==> config.mk <==
export PLATFORM = sky130hd
export DESIGN_NAME = cfg_sequencer
export DESIGN_NICKNAME = d
export VERILOG_FILES = /design/src/rtl/cfg_pkg.sv /design/src/rtl/cfg_regbank.sv /design/src/rtl/cfg_sequencer.sv
export SDC_FILE = /design/constraint.sdc
export NUM_CORES = 1
export LEC_CHECK = 0
export ABC_AREA = 1
export BUFFER_PORTS_ARGS = -buffer_cell sky130_fd_sc_hd__buf_2
export CORE_MARGIN = 10
export CORE_UTILIZATION = 49
export CTS_CLUSTER_DIAMETER = 50
export DETAILED_ROUTE_END_ITERATION = 8
export PLACE_DENSITY = 0.74
export SETUP_SLACK_MARGIN = 0.4
export SLEW_MARGIN = 20
export SYNTH_ARGS = -nofsm -noshare
export SYNTH_HDL_FRONTEND = slang
export SYNTH_HIERARCHICAL = 1
export SYNTH_SLANG_ARGS = --single-unit
==> constraint.sdc <==
create_clock -name clock -period 11.28 [get_ports clock]
set_clock_uncertainty 0.2 [all_clocks]
set_input_delay 3.384 -clock clock [delete_from_list [all_inputs] [get_ports clock]]
set_output_delay 3.384 -clock clock [all_outputs]
set_load 0.03 [all_outputs]
==> src/rtl/cfg_pkg.sv <==
// Shared definitions for the sensor configuration sequencer: sizes, defaults,
// FSM state encoding and a counter-width helper.
package cfg_pkg;

    localparam int DATA_W          = 16;
    localparam int ADDR_W          = 3;
    localparam int COUNT_W         = 8;
    localparam int N_REGS_DEF      = 8;
    localparam int TIMEOUT_CYC_DEF = 48000;
    localparam int MAX_RETRY_DEF   = 2;

    typedef enum logic [1:0] {
        ST_IDLE  = 2'd0,
        ST_ARM   = 2'd1,
        ST_START = 2'd2,
        ST_SEND  = 2'd3
    } state_t;

    // Bits needed to hold values 0..max_val, never less than one.
    function automatic int cnt_width(input int max_val);
        return (max_val < 2) ? 1 : $clog2(max_val + 1);
    endfunction

endpackage

==> src/rtl/cfg_regbank.sv <==
// Shadow (host-written) and active (transmitter-read) register banks with a
// whole-bank copy strobe and a registered read port on the active bank.
module cfg_regbank
    import cfg_pkg::*;
#(
    parameter int N_REGS = N_REGS_DEF
) (
    input  logic              clock,
    input  logic              reset,
    input  logic              wr_en,
    input  logic [ADDR_W-1:0] wr_addr,
    input  logic [DATA_W-1:0] wr_data,
    input  logic              copy,
    input  logic              rd_en,
    input  logic [ADDR_W-1:0] rd_addr,
    output logic [DATA_W-1:0] rd_data
);

    logic [DATA_W-1:0] shadow_reg [N_REGS];
    logic [DATA_W-1:0] active_reg [N_REGS];
    logic [N_REGS-1:0] hit;

    // Addresses at or beyond N_REGS match no entry, so such writes vanish.
    generate
        for (genvar gi = 0; gi < N_REGS; gi++) begin : g_hit
            assign hit[gi] = wr_en && (wr_addr == ADDR_W'(gi));
        end
    endgenerate

    // A word written in the copy cycle goes straight into the active bank too.
    always_ff @(posedge clock or posedge reset) begin
        if (reset) begin
            for (int i = 0; i < N_REGS; i++) begin
                shadow_reg[i] <= '0;
                active_reg[i] <= '0;
            end
        end else begin
            for (int i = 0; i < N_REGS; i++) begin
                if (hit[i])
                    shadow_reg[i] <= wr_data;
                if (copy)
                    active_reg[i] <= hit[i] ? wr_data : shadow_reg[i];
            end
        end
    end

    always_ff @(posedge clock or posedge reset) begin
        if (reset)
            rd_data <= '0;
        else if (rd_en)
            rd_data <= (int'(rd_addr) < N_REGS) ? active_reg[rd_addr] : '0;
    end

endmodule

==> src/rtl/cfg_sequencer.sv <==
// Configuration sequencer: commits the shadow bank to the active bank and
// hands it to the serial transmitter on a frame boundary, with timeout/retry.
module cfg_sequencer
    import cfg_pkg::*;
#(
    parameter int N_REGS      = N_REGS_DEF,
    parameter int TIMEOUT_CYC = TIMEOUT_CYC_DEF,
    parameter int MAX_RETRY   = MAX_RETRY_DEF
) (
    input  logic               clock,
    input  logic               reset,
    input  logic               wr_en,
    input  logic [ADDR_W-1:0]  wr_addr,
    input  logic [DATA_W-1:0]  wr_data,
    input  logic               commit,
    input  logic               frame_start,
    input  logic               rd_en,
    input  logic [ADDR_W-1:0]  rd_addr,
    output logic [DATA_W-1:0]  rd_data,
    input  logic               tx_end,
    output logic               cfg_start,
    output logic               busy,
    output logic               pending,
    output logic               timeout_err,
    output logic [COUNT_W-1:0] cfg_count
);

    localparam int TW = cnt_width(TIMEOUT_CYC);
    localparam int RW = cnt_width(MAX_RETRY);

    state_t             state_reg, state_next;
    logic               pending_reg, pending_next;
    logic               terr_reg, terr_next;
    logic               deferred_reg, deferred_next;
    logic [RW-1:0]      retry_reg, retry_next;
    logic [TW-1:0]      timer_reg, timer_next;
    logic [COUNT_W-1:0] count_reg, count_next;
    logic               copy;

    cfg_regbank #(.N_REGS(N_REGS)) u_regbank (
        .clock   (clock),
        .reset   (reset),
        .wr_en   (wr_en),
        .wr_addr (wr_addr),
        .wr_data (wr_data),
        .copy    (copy),
        .rd_en   (rd_en),
        .rd_addr (rd_addr),
        .rd_data (rd_data)
    );

    always_ff @(posedge clock or posedge reset) begin
        if (reset) begin
            state_reg    <= ST_IDLE;
            pending_reg  <= 1'b0;
            terr_reg     <= 1'b0;
            deferred_reg <= 1'b0;
            retry_reg    <= '0;
            timer_reg    <= '0;
            count_reg    <= '0;
        end else begin
            state_reg    <= state_next;
            pending_reg  <= pending_next;
            terr_reg     <= terr_next;
            deferred_reg <= deferred_next;
            retry_reg    <= retry_next;
            timer_reg    <= timer_next;
            count_reg    <= count_next;
        end
    end

    always_comb begin
        state_next    = state_reg;
        pending_next  = pending_reg;
        terr_next     = terr_reg;
        deferred_next = deferred_reg;
        retry_next    = retry_reg;
        timer_next    = timer_reg;
        count_next    = count_reg;
        copy          = 1'b0;
        case (state_reg)
            ST_IDLE: begin
                if (commit) begin
                    copy          = 1'b1;
                    pending_next  = 1'b1;
                    terr_next     = 1'b0;
                    retry_next    = '0;
                    deferred_next = 1'b0;
                    state_next    = ST_ARM;
                end
            end
            ST_ARM: begin
                if (commit)
                    copy = 1'b1;
                if (frame_start)
                    state_next = ST_START;
            end
            ST_START: begin
                timer_next = '0;
                if (commit)
                    deferred_next = 1'b1;
                state_next = ST_SEND;
            end
            ST_SEND: begin
                // The active bank is frozen here; a commit arriving now is
                // applied only when leaving SEND towards ARM.
                if (tx_end) begin
                    count_next = count_reg + 8'd1;
                    retry_next = '0;
                    if (deferred_reg || commit) begin
                        copy          = 1'b1;
                        deferred_next = 1'b0;
                        state_next    = ST_ARM;
                    end else begin
                        pending_next = 1'b0;
                        state_next   = ST_IDLE;
                    end
                end else if (timer_reg == TW'(TIMEOUT_CYC - 1)) begin
                    terr_next = 1'b1;
                    if (retry_reg < RW'(MAX_RETRY)) begin
                        retry_next = retry_reg + RW'(1);
                        state_next = ST_ARM;
                        if (deferred_reg || commit) begin
                            copy          = 1'b1;
                            deferred_next = 1'b0;
                        end
                    end else begin
                        pending_next  = 1'b0;
                        deferred_next = 1'b0;
                        state_next    = ST_IDLE;
                    end
                end else begin
                    timer_next = timer_reg + TW'(1);
                    if (commit)
                        deferred_next = 1'b1;
                end
            end
            default: state_next = ST_IDLE;
        endcase
    end

    assign cfg_start   = (state_reg == ST_START);
    assign busy        = (state_reg == ST_START) || (state_reg == ST_SEND);
    assign pending     = pending_reg;
    assign timeout_err = terr_reg;
    assign cfg_count   = count_reg;

endmodule
==> flow_metrics.env <==
export IMPL_p_leak_nw=7.308
export IMPL_coreArea_sq_um=26950
export IMPL_start_kind="flop"
export IMPL_vias=10390
export IMPL_wl_um=32540
export IMPL_h_tree_depth=1
export IMPL_clock_sinks=303
export IMPL_yosys_warnings=6
export IMPL_worstPathArrival_ns=1.94
export IMPL_status="finished, final reports clean"
export IMPL_drive_above_1_share_pct=11.60
export IMPL_die_h_um=185.6
export IMPL_worstMarginPinSlew_ns=1.044
export IMPL_port_buffers=56
export IMPL_holdCritStartpoint="u_regbank/shadow_reg[18]"
export IMPL_hp_class="flop to flop"
export IMPL_critical_path_reg2reg_startpoint="state_reg[0]"
export IMPL_synth_nets=1620
export IMPL_maxSlewViolCount=0
export IMPL_crit_family="adder cells"
export IMPL_initial_core_util_pct=49.87
export IMPL_cp_num_buf_inv=2
export IMPL_die_area_sq_um=34450
export IMPL_startpoint="state_reg[0]"
export IMPL_min_period_over_period_pct=48.95
export IMPL_yosysUniqueCellTypes=28
export IMPL_cts_root_buf="clkbuf_16"
export IMPL_via_per_inst=5.297
export IMPL_hold_buffers=0
export IMPL_grt_remaining_overflow=0
export IMPL_avgSynthCellArea_sq_um=8.484
export IMPL_clk_latency_ns=0.56
export IMPL_worst_path_largest_cell_delay_ns=0.58
export IMPL_mostFrequentLayoutCells="513 x nand2_1, 303 x dfrtp_1, 181 x inv_1, 150 x o21ai_0, 130 x nand3_1"
export IMPL_grt_pass1_wl_um=53470
export IMPL_clock_tree_buffer_depth=3
export IMPL_cts_tree="done"
export IMPL_post_drt_wl_per_cell_um=16.58
export IMPL_n_antenna_cell=0
export IMPL_hpwl_um=19280
export IMPL_cp_required_ns=7.70
export IMPL_max_cap_violations=0
export IMPL_fmax_ghz=0.1811
export IMPL_firstDrtPassIters=5
export IMPL_p_per_area_nw_per_um2=226.0
export IMPL_nNetsFinal=1635
export IMPL_timing_worst_setup_path_type="flop to output pin"
export IMPL_timing_critical_path_cells="ha_1 > nor2_1 > inv_1 > buf_2"
export IMPL_tns_ns=0
export IMPL_crit_path_end_kind="output pin"
export IMPL_grt_max_degree=257
export IMPL_cp_max_fo=14
export IMPL_setup_ws_ns=5.758
export IMPL_numCtsBuffers=31
export IMPL_post_cts_resize_count=0
export IMPL_antenna_found_initial=2
export IMPL_cp_slowest_cell="ha_1"
export IMPL_drtAntennaViolNets=0
export IMPL_dieWidth_um=185.6
export IMPL_gp_congestion=0.8130
export IMPL_num_io_pins=57
export IMPL_syn_to_final_growth_pct=10.20
export IMPL_syn_cell_area_sq_um=13440
export IMPL_drc=0
export IMPL_seq_area_frac_synth_pct=56.42
export IMPL_layout_commonest_cell="nand2_1"
export IMPL_post_cts_buffers=0
export IMPL_drtIter0Drc=998
export IMPL_ir_drop_uv=310.2
export IMPL_grtUsageTotal_pct=19.16
export IMPL_maxSlewHeadroom_pct=30.43
export IMPL_fp_row_count=60
export IMPL_clk_pin_slew_worst_paths_ns=0.06
export IMPL_synth_seq_cells=303
export IMPL_final_min_clock_period_ns=5.522
export IMPL_rsz0062_at_grt="no"
export IMPL_dpl_worst_slack_ns=5.595
export IMPL_netlist_instances=1584
export IMPL_grt_pass1_vias=10420
export IMPL_finalSetupViolations=0
export IMPL_hold_viol_final=0
## area by class of cell
| class | instances | area, sq um |
|---|---|---|
| Fill cell | 2372 | 12140 |
| Timing Repair Buffer | 63 | 357.8 |
| Sequential cell | 303 | 7582 |
| Tap cell | 341 | 426.7 |
| Clock buffer | 46 | 912.1 |
| Multi-Input combinational cell | 1011 | 4737 |
| Inverter | 189 | 713.2 |
| Clock inverter | 9 | 81.33 |
## worst min-delay path, stage by stage, from the launching register on
cell     delay [ns]
dfrtp_1        0.32
nand2_1        0.06
o21ai_2        0.06
## Yosys cell counts (all sizes together)
library cell  number  area [sq um]
nand3            130         650.6
nand4              8         50.05
dfrtp            303          7582
nand2            526          2012
a21oi              6         41.29
buf               54         320.3
nor3               3         15.01
o21bai             4         30.03
ha                 7         87.58
a21boi             1         7.510
and3               1         6.260
xnor2              2         17.52
o21ai            273          1543
xor2               9         78.83
inv              189         709.4
nor2              41         186.4
clkbuf            27         101.4
## cells by family after synthesis
family	synth area share, %
AO/OA/AOI/OAI	12.07
XOR/XNOR	0.7169
adder cells (fa/ha/maj)	0.6517
buffers and inverters	8.417
flip-flops	56.42
AND/OR/NAND/NOR	21.73
## through the flow
step           hold slack (ns)  power, mW  util (%)  std cells  instance area, sq um
6_report                0.2676      3.347     54.95       1962                 14810
5_1_grt                 0.2821      3.566     54.95       1962                 14810
3_3_place_gp            0.2507      2.330     51.27       1907                 13820
3_5_place_dp            0.2561      2.369     51.27       1907                 13820
2_1_floorplan           0.2431      2.157         -       1584                 13440
4_1_cts                 0.2712      3.366     54.95       1962                 14810
## power by group
group          internal, mW  switching, mW  total [mW]
combinational         0.255          0.628       0.883
sequential             1.37         0.0940        1.47
clock                 0.579          0.416       0.994
total                  2.21           1.14        3.35
## routing by layer
| metal | global-route usage (%) | up-vias | share of wire [%] |
|---|---|---|---|
| met2 | 32.24 | 293 | 48 |
| met5 | 0 | - | 0.092 |
| li1 | - | 5029 | - |
| met1 | 25.12 | 5014 | 43 |
| met4 | 4.611 | 4 | 1.8 |
| met3 | 3.470 | 52 | 6.6 |
## final timing paths
| path | end | slack (ns) | depth (start not counted) |
|---|---|---|---|
| max | busy | 5.76 | 4 |
| min | u_regbank/shadow_reg[18] | 0.27 | 2 |
| max reg2reg | u_regbank/active_reg[13] | 8.18 | 7 |
| min reg2reg | u_regbank/shadow_reg[18] | 0.27 | 2 |
| max in group asynchronous | u_regbank/shadow_reg[49] | 6.25 | 4 |
| min in group asynchronous | retry_reg[0] | 2.68 | 2 |
Note: power is estimated with default switching activity, not from simulation.
